$ cat config.mk
export PLATFORM = sky130hd
export DESIGN_NAME = register_file_flat
export DESIGN_NICKNAME = d
export VERILOG_FILES = /design/src/rtl/register_file_if.sv /design/src/rtl/register_file.sv /design/src/flat_wrapper.sv
export SDC_FILE = /design/constraint.sdc
export NUM_CORES = 2
export LEC_CHECK = 0
export BUFFER_PORTS_ARGS = -buffer_cell sky130_fd_sc_hd__buf_2
export CAP_MARGIN = 20
export CORE_ASPECT_RATIO = 1.1
export CORE_MARGIN = 2
export CORE_UTILIZATION = 30
export DETAILED_ROUTE_END_ITERATION = 10
export HOLD_SLACK_MARGIN = 0.15
export PLACE_DENSITY = 0.54
export SLEW_MARGIN = 25
export SYNTH_ARGS = -nofsm -noshare
export SYNTH_HDL_FRONTEND = slang
export SYNTH_SLANG_ARGS = --single-unit
export TNS_END_PERCENT = 20
$ cat constraint.sdc
create_clock -name clk_in -period 3.95 [get_ports clk_in]
set_input_delay 0.79 -clock clk_in [delete_from_list [all_inputs] [get_ports clk_in]]
set_output_delay 0.79 -clock clk_in [all_outputs]
set_load 0.02 [all_outputs]
$ cat src/rtl/register_file_if.sv
// Decoder/ROB-facing signal bundle of the architectural register file.
// master = decoder + ROB side, slave = register file.
`ifndef ROB_WIDTH_BIT
`define ROB_WIDTH_BIT 4
`endif

interface register_file_if #(
    parameter int unsigned ROB_SIZE_BIT = `ROB_WIDTH_BIT
);
    logic                    clear;
    logic [4:0]              set_reg_id;
    logic [31:0]             set_val;
    logic [ROB_SIZE_BIT-1:0] set_reg_on_rob_id;
    logic [4:0]              set_dep_reg_id;
    logic [ROB_SIZE_BIT-1:0] set_dep_rob_id;
    logic [4:0]              get_id1;
    logic [4:0]              get_id2;
    logic [ROB_SIZE_BIT-1:0] get_rob_id1;
    logic [ROB_SIZE_BIT-1:0] get_rob_id2;
    logic                    rob_value1_ready;
    logic                    rob_value2_ready;
    logic [31:0]             rob_value1;
    logic [31:0]             rob_value2;
    logic [31:0]             val1;
    logic [31:0]             val2;
    logic                    dep1_valid;
    logic                    dep2_valid;
    logic [ROB_SIZE_BIT-1:0] dep1_rob_id;
    logic [ROB_SIZE_BIT-1:0] dep2_rob_id;

    modport master (
        output clear, set_reg_id, set_val, set_reg_on_rob_id,
        output set_dep_reg_id, set_dep_rob_id, get_id1, get_id2,
        output rob_value1_ready, rob_value2_ready, rob_value1, rob_value2,
        input  get_rob_id1, get_rob_id2, val1, val2,
        input  dep1_valid, dep2_valid, dep1_rob_id, dep2_rob_id
    );

    modport slave (
        input  clear, set_reg_id, set_val, set_reg_on_rob_id,
        input  set_dep_reg_id, set_dep_rob_id, get_id1, get_id2,
        input  rob_value1_ready, rob_value2_ready, rob_value1, rob_value2,
        output get_rob_id1, get_rob_id2, val1, val2,
        output dep1_valid, dep2_valid, dep1_rob_id, dep2_rob_id
    );
endinterface

$ cat src/rtl/register_file.sv
// Architectural register file with per-register busy flag and youngest-producer
// ROB id; two combinational operand reads with commit and ROB forwarding.
`ifndef ROB_WIDTH_BIT
`define ROB_WIDTH_BIT 4
`endif

module register_file #(
    parameter int unsigned ROB_SIZE_BIT = `ROB_WIDTH_BIT
) (
    input logic           clk_in,
    input logic           rst_in,
    input logic           rdy_in,
    register_file_if.slave bus
);
    typedef logic [ROB_SIZE_BIT-1:0] rob_id_t;

    typedef struct packed {
        logic [31:0] val;
        logic        pend;
        rob_id_t     rob;
    } rd_res_t;

    logic [31:0] value_q [32];
    logic [31:0] value_d [32];
    logic [31:0] busy_q;
    logic [31:0] busy_d;
    rob_id_t     dep_q   [32];
    rob_id_t     dep_d   [32];

    logic        commit_en;
    logic        rename_en;
    logic        hit1;
    logic        hit2;
    rd_res_t     rd1;
    rd_res_t     rd2;

    assign commit_en = rdy_in && !bus.clear && (bus.set_reg_id != 5'd0);
    assign rename_en = rdy_in && !bus.clear && (bus.set_dep_reg_id != 5'd0);

    // Rename is applied after commit so it wins busy/dep on a same-register collision.
    always_comb begin
        value_d = value_q;
        busy_d  = busy_q;
        dep_d   = dep_q;
        if (rdy_in && bus.clear) begin
            busy_d = '0;
            for (int unsigned i = 0; i < 32; i++) begin
                dep_d[i] = '0;
            end
        end
        if (commit_en) begin
            value_d[bus.set_reg_id] = bus.set_val;
            if (busy_q[bus.set_reg_id] && (dep_q[bus.set_reg_id] == bus.set_reg_on_rob_id)) begin
                busy_d[bus.set_reg_id] = 1'b0;
            end
        end
        if (rename_en) begin
            busy_d[bus.set_dep_reg_id] = 1'b1;
            dep_d[bus.set_dep_reg_id]  = bus.set_dep_rob_id;
        end
        value_d[0] = '0;
        busy_d[0]  = 1'b0;
        dep_d[0]   = '0;
    end

    always_ff @(posedge clk_in) begin
        if (rst_in) begin
            busy_q <= '0;
            for (int unsigned i = 0; i < 32; i++) begin
                value_q[i] <= '0;
                dep_q[i]   <= '0;
            end
        end else begin
            value_q <= value_d;
            busy_q  <= busy_d;
            dep_q   <= dep_d;
        end
    end

    function automatic rd_res_t resolve(
        input logic [4:0]  id,
        input logic        busy,
        input logic [31:0] value,
        input rob_id_t     dep,
        input logic        commit_hit,
        input logic [31:0] commit_val,
        input logic        rob_ready,
        input logic [31:0] rob_val
    );
        rd_res_t r;
        r = '0;
        if (id == 5'd0) begin
            r.val = '0;
        end else if (!busy) begin
            r.val = value;
        end else if (commit_hit) begin
            r.val = commit_val;
        end else if (rob_ready) begin
            r.val = rob_val;
        end else begin
            r.pend = 1'b1;
            r.rob  = dep;
        end
        return r;
    endfunction

    assign hit1 = commit_en && (bus.set_reg_id == bus.get_id1)
                  && (bus.set_reg_on_rob_id == dep_q[bus.get_id1]);
    assign hit2 = commit_en && (bus.set_reg_id == bus.get_id2)
                  && (bus.set_reg_on_rob_id == dep_q[bus.get_id2]);

    always_comb begin
        rd1 = resolve(bus.get_id1, busy_q[bus.get_id1], value_q[bus.get_id1],
                      dep_q[bus.get_id1], hit1, bus.set_val,
                      bus.rob_value1_ready, bus.rob_value1);
        rd2 = resolve(bus.get_id2, busy_q[bus.get_id2], value_q[bus.get_id2],
                      dep_q[bus.get_id2], hit2, bus.set_val,
                      bus.rob_value2_ready, bus.rob_value2);
    end

    assign bus.get_rob_id1 = dep_q[bus.get_id1];
    assign bus.get_rob_id2 = dep_q[bus.get_id2];
    assign bus.val1        = rd1.val;
    assign bus.val2        = rd2.val;
    assign bus.dep1_valid  = rd1.pend;
    assign bus.dep2_valid  = rd2.pend;
    assign bus.dep1_rob_id = rd1.rob;
    assign bus.dep2_rob_id = rd2.rob;
endmodule

$ cat src/flat_wrapper.sv
// flat-port wrapper written by rule: the top's interface ports become plain ports
module register_file_flat 
#(
    parameter int unsigned ROB_SIZE_BIT = `ROB_WIDTH_BIT
)
  (clk_in, rst_in, rdy_in, bus_clear, bus_set_reg_id, bus_set_val, bus_set_reg_on_rob_id, bus_set_dep_reg_id, bus_set_dep_rob_id, bus_get_id1, bus_get_id2, bus_rob_value1_ready, bus_rob_value2_ready, bus_rob_value1, bus_rob_value2, bus_get_rob_id1, bus_get_rob_id2, bus_val1, bus_val2, bus_dep1_valid, bus_dep2_valid, bus_dep1_rob_id, bus_dep2_rob_id);
  register_file_if #(.ROB_SIZE_BIT(ROB_SIZE_BIT)) bus_i ();
  input logic clk_in;
  input logic rst_in;
  input logic rdy_in;
  input wire logic [$bits(bus_i.clear)-1:0] bus_clear;
  input wire logic [$bits(bus_i.set_reg_id)-1:0] bus_set_reg_id;
  input wire logic [$bits(bus_i.set_val)-1:0] bus_set_val;
  input wire logic [$bits(bus_i.set_reg_on_rob_id)-1:0] bus_set_reg_on_rob_id;
  input wire logic [$bits(bus_i.set_dep_reg_id)-1:0] bus_set_dep_reg_id;
  input wire logic [$bits(bus_i.set_dep_rob_id)-1:0] bus_set_dep_rob_id;
  input wire logic [$bits(bus_i.get_id1)-1:0] bus_get_id1;
  input wire logic [$bits(bus_i.get_id2)-1:0] bus_get_id2;
  input wire logic [$bits(bus_i.rob_value1_ready)-1:0] bus_rob_value1_ready;
  input wire logic [$bits(bus_i.rob_value2_ready)-1:0] bus_rob_value2_ready;
  input wire logic [$bits(bus_i.rob_value1)-1:0] bus_rob_value1;
  input wire logic [$bits(bus_i.rob_value2)-1:0] bus_rob_value2;
  output wire logic [$bits(bus_i.get_rob_id1)-1:0] bus_get_rob_id1;
  output wire logic [$bits(bus_i.get_rob_id2)-1:0] bus_get_rob_id2;
  output wire logic [$bits(bus_i.val1)-1:0] bus_val1;
  output wire logic [$bits(bus_i.val2)-1:0] bus_val2;
  output wire logic [$bits(bus_i.dep1_valid)-1:0] bus_dep1_valid;
  output wire logic [$bits(bus_i.dep2_valid)-1:0] bus_dep2_valid;
  output wire logic [$bits(bus_i.dep1_rob_id)-1:0] bus_dep1_rob_id;
  output wire logic [$bits(bus_i.dep2_rob_id)-1:0] bus_dep2_rob_id;
  assign bus_i.clear = bus_clear;
  assign bus_i.set_reg_id = bus_set_reg_id;
  assign bus_i.set_val = bus_set_val;
  assign bus_i.set_reg_on_rob_id = bus_set_reg_on_rob_id;
  assign bus_i.set_dep_reg_id = bus_set_dep_reg_id;
  assign bus_i.set_dep_rob_id = bus_set_dep_rob_id;
  assign bus_i.get_id1 = bus_get_id1;
  assign bus_i.get_id2 = bus_get_id2;
  assign bus_i.rob_value1_ready = bus_rob_value1_ready;
  assign bus_i.rob_value2_ready = bus_rob_value2_ready;
  assign bus_i.rob_value1 = bus_rob_value1;
  assign bus_i.rob_value2 = bus_rob_value2;
  assign bus_get_rob_id1 = bus_i.get_rob_id1;
  assign bus_get_rob_id2 = bus_i.get_rob_id2;
  assign bus_val1 = bus_i.val1;
  assign bus_val2 = bus_i.val2;
  assign bus_dep1_valid = bus_i.dep1_valid;
  assign bus_dep2_valid = bus_i.dep2_valid;
  assign bus_dep1_rob_id = bus_i.dep1_rob_id;
  assign bus_dep2_rob_id = bus_i.dep2_rob_id;
  register_file #(.ROB_SIZE_BIT(ROB_SIZE_BIT)) u_core (.clk_in(clk_in), .rst_in(rst_in), .rdy_in(rdy_in), .bus(bus_i));
endmodule
==> flow_summary_export.csv <==
group,metric,value,unit
power_and_ir_drop,internal_power,19.77,mW
finish,fillers,20440,
logic_synthesis,ys.flop_type,"dfxtp_1",
global_routing,grt_max_degree,124,
worst_setup_path,critPathMaxFanout,10,
cts,holdBufCountCts,0,
timing,hold_ws,0.4571,ns
flow_run,maxCapViolations,0,
finish,seq_area,0.02299,mm^2
worst_setup_path,cpMostUsedCell,"buf_4",
timing,finClkSkew,0.03383,ns
finish,stdcell_area,0.07669,mm^2
timing,setup_violations,74,
logic_synthesis,yosys_warnings,0,
die,die_h,482.0,um
logic_synthesis,postSynth.asyncResetShare,0,%
global_routing,grt_pass1_vias,56870,
cts,clock_sinks,1147,
worst_setup_path,worstPathArrival,3.64,ns
finish,layout.nets,7442,
logic_synthesis,synth.distinct_cells,71,
global_routing,grt_use_total,26.01,%
worst_setup_path,cp_slowest_cell,"mux4_2",
timing,finalMaxSlewViolations,0,
routing,drt_iter0_drc,7331,
power_and_ir_drop,swShare,27.52,%
cts,tritoncts,"done",
worst_setup_path,start_kind,"flop",
place,postPlaceCellArea,0.07075,mm^2
finish,multiInputGateArea,0.03795,mm^2
timing,post-route-min-period,4.429,ns
routing,wl_per_cell,28.18,um
outcome,outcome,"finished, violations left",
logic_synthesis,avgSynthCellArea,8.708,um^2
worst_setup_path,cp_top_family,"compound AO/OA/AOI/OAI gates",
cts,cts-buffers-inserted,119,
logic_synthesis,netlist_area,0.06231,mm^2
logic_synthesis,netlist_instances,7155,
logic_synthesis,synth-seq-area-share,36.85,%
routing,vias,59960,
logic_synthesis,yosys_register_bits,1147,
routing,postRouteAntennaNets,0,
power_and_ir_drop,power_leakage,25.02,nW
power_and_ir_drop,p_sw,7.507,mW
timing,relSlewSlack,25.50,%
cts,worstSkewPairLatency,0.77,ns
logic_synthesis,synth_edf_count,0,
worst_setup_path,crit_chain,"mux4_2, o32ai_2, buf_4, a31o_4, nor3_4, nor4b_4, buf_6, buf_4, buf_12, a31oi_1, a311o_1, buf_2",
cts,ctsRootBufferMaster,"clkbuf_16",
routing,wl,286300,um
power_and_ir_drop,ir_drop,0.0003925,V
power_and_ir_drop,combPwrFrac,12.7,%
global_routing,grt_pass1_wl,404700,um
cts,clk_pin_slew,0.07,ns
die,num_rows,175,
finish,layout_common_cells,"nand2_1, a21oi_1, dfxtp_1, mux4_2, buf_4",
worst_setup_path,cp_num_buf_inv,5,
worst_setup_path,cp_slowest_stage_delay,0.53,ns
timing,fin_crit_sh,112.1,%
power_and_ir_drop,p_per_area,355.7,mW/mm^2
timing,hold_violations,0,
routing,drc,0,
place,gp_congestion,0.9886,
worst_setup_path,cp.required,3.16,ns
finish,final_common_cell,"nand2_1",
global_routing,antenna_found_initial,8,
place,dpl.hpwl,181300,um
worst_setup_path,end_kind,"primary output",
routing,drt_first_pass_iters,6,
global_routing,grt_overflow_total,0,
place,post-place-ws,-1.015,ns
die,die-area,0.2114,mm^2
die,start_util,30.18,%
die,die_x,438.5,um
cts,cts_buffer_depth,3,
timing,grt_setup_unrepaired,"true",
outcome,violations,"setup timing",
timing,worst_slew_pin_slew,1.115,ns
worst_setup_path,worstSetupPathType,"reg -> out",
cts,htree_levels,3,
place,portBuffers,211,
timing,clock.fmax,225.8,MHz
worst_hold_path,min_path_type,"in -> reg",
power_and_ir_drop,clkPwrFrac,44.6,%
die,ios,212,
power_and_ir_drop,p_seq_share,42.7,%
routing,viasPerCell,5.902,
finish,area_growth,23.08,%
logic_synthesis,synth_nets,7285,
timing,worst_slack,-0.4792,ns
die,core_area,0.2065,mm^2
finish,drive_gt1_share,25.94,%
[area by class of cell]
cell class,instances,area share [%]
multi-input cells,5217,49.48
flip-flops and latches,1147,29.98
repair buffers,811,10.56
clock buffers,175,4.550
well taps,2743,4.475
clock inverters,44,0.8533
inverters,16,0.08484
diodes,6,0.01958
[cell usage after synthesis, types with 15 or more instances]
master     number  area [um^2]
a2111oi_0      33        289.0
a21oi_1      1152         5766
a221oi_1       58        508.0
a22oi_1        16        120.1
a311o_1        32        320.3
a31oi_1        60        375.4
buf_1          43        161.4
buf_2          88        440.4
buf_4          23        172.7
buf_6          23        259.0
clkbuf_1      599         2248
dfxtp_1      1147        22960
mux2_2         51        574.3
mux2i_1       169         1692
mux4_2        589        13270
nand2_1      2232         8378
nand3_1       173        865.8
nand3b_1       38        285.3
nand4_1        31        193.9
nor2_1        176        660.6
nor3_1         78        390.4
nor4_1         42        262.8
o21ai_0        52        260.3
o21ai_1        15        75.07
o22ai_1        40        250.2
o311ai_1       20        175.2
[power groups by stage]
stage | clock [mW] | sequential, mW | combinational (mW)
final | 12.2 | 11.6 | 3.46
after global routing | 12.7 | 11.6 | 3.54
after CTS | 12.3 | 11.6 | 3.30
after detailed placement | 0 | 11.9 | 3.13
after global placement | 0 | 11.9 | 3.12
after floorplan | 0 | 11.9 | 1.71
[logic make-up after synthesis]
kind of cell | after synthesis | synth area share, %
and+or+nand+nor | 2847 | 18.61
AOI/OAI and AO/OA | 1543 | 13.98
DFF | 1147 | 36.85
muxes | 811 | 24.96
buffers and inverters | 793 | 5.388
xor gates and xnor gates | 14 | 0.1968
[tightest hold or removal path, cell delays in order]
cell and delay, ns:
buf_2 0.26, nand2_1 0.11, a21oi_1 0.05
[path summary, 6_finish.rpt]
kind	startpoint	endpoint	slack, ns	cells past startpoint
hold / removal	bus_set_val[23]	u_core.value_q[695]	0.46	3
setup reg to reg	u_core.dep_q[36]	u_core.busy_q[3]	1.04	10
hold reg to reg	u_core.value_q[304]	u_core.value_q[304]	0.47	2
setup / recovery	u_core.dep_q[32]	bus_val1[22]	-0.48	12
[what timing repair did]
action                                 4_1_cts  5_1_grt
resized for setup                          162      133
pin swaps                                   40       30
setup endpoints to repair                   74       74
setup buffers                               19        5
endpoints found under the hold margin        0        0
gates cloned                                 6        5
[per-stage QoR]
| stage | util (%) | total power, mW | instances | TNS [ns] |
|---|---|---|---|---|
| detailed placement | 34.27 | 15.04 | 9900 | -35.22 |
| floorplan | - | 13.60 | 7155 | -3.758 |
| finish | 37.14 | 27.28 | 10160 | -23.66 |
| global route | 37.14 | 27.89 | 10160 | -26.53 |
| CTS | 36.78 | 27.19 | 10140 | -24.64 |
| global placement | 34.27 | 15.02 | 9900 | -34.56 |
[registers in the layout (all words and copies together) (netlist names)]
register / count
u_core.value_q: 992
u_core.dep_q: 124
u_core.busy_q: 31
[layer usage]
metal  wire (um)  global-route usage (%)
met4       23060                   18.41
met1      105700                   31.68
met2      131400                   41.58
met3       26020                   4.697
met5          38                       0
Power figures use the tool's default switching activity.
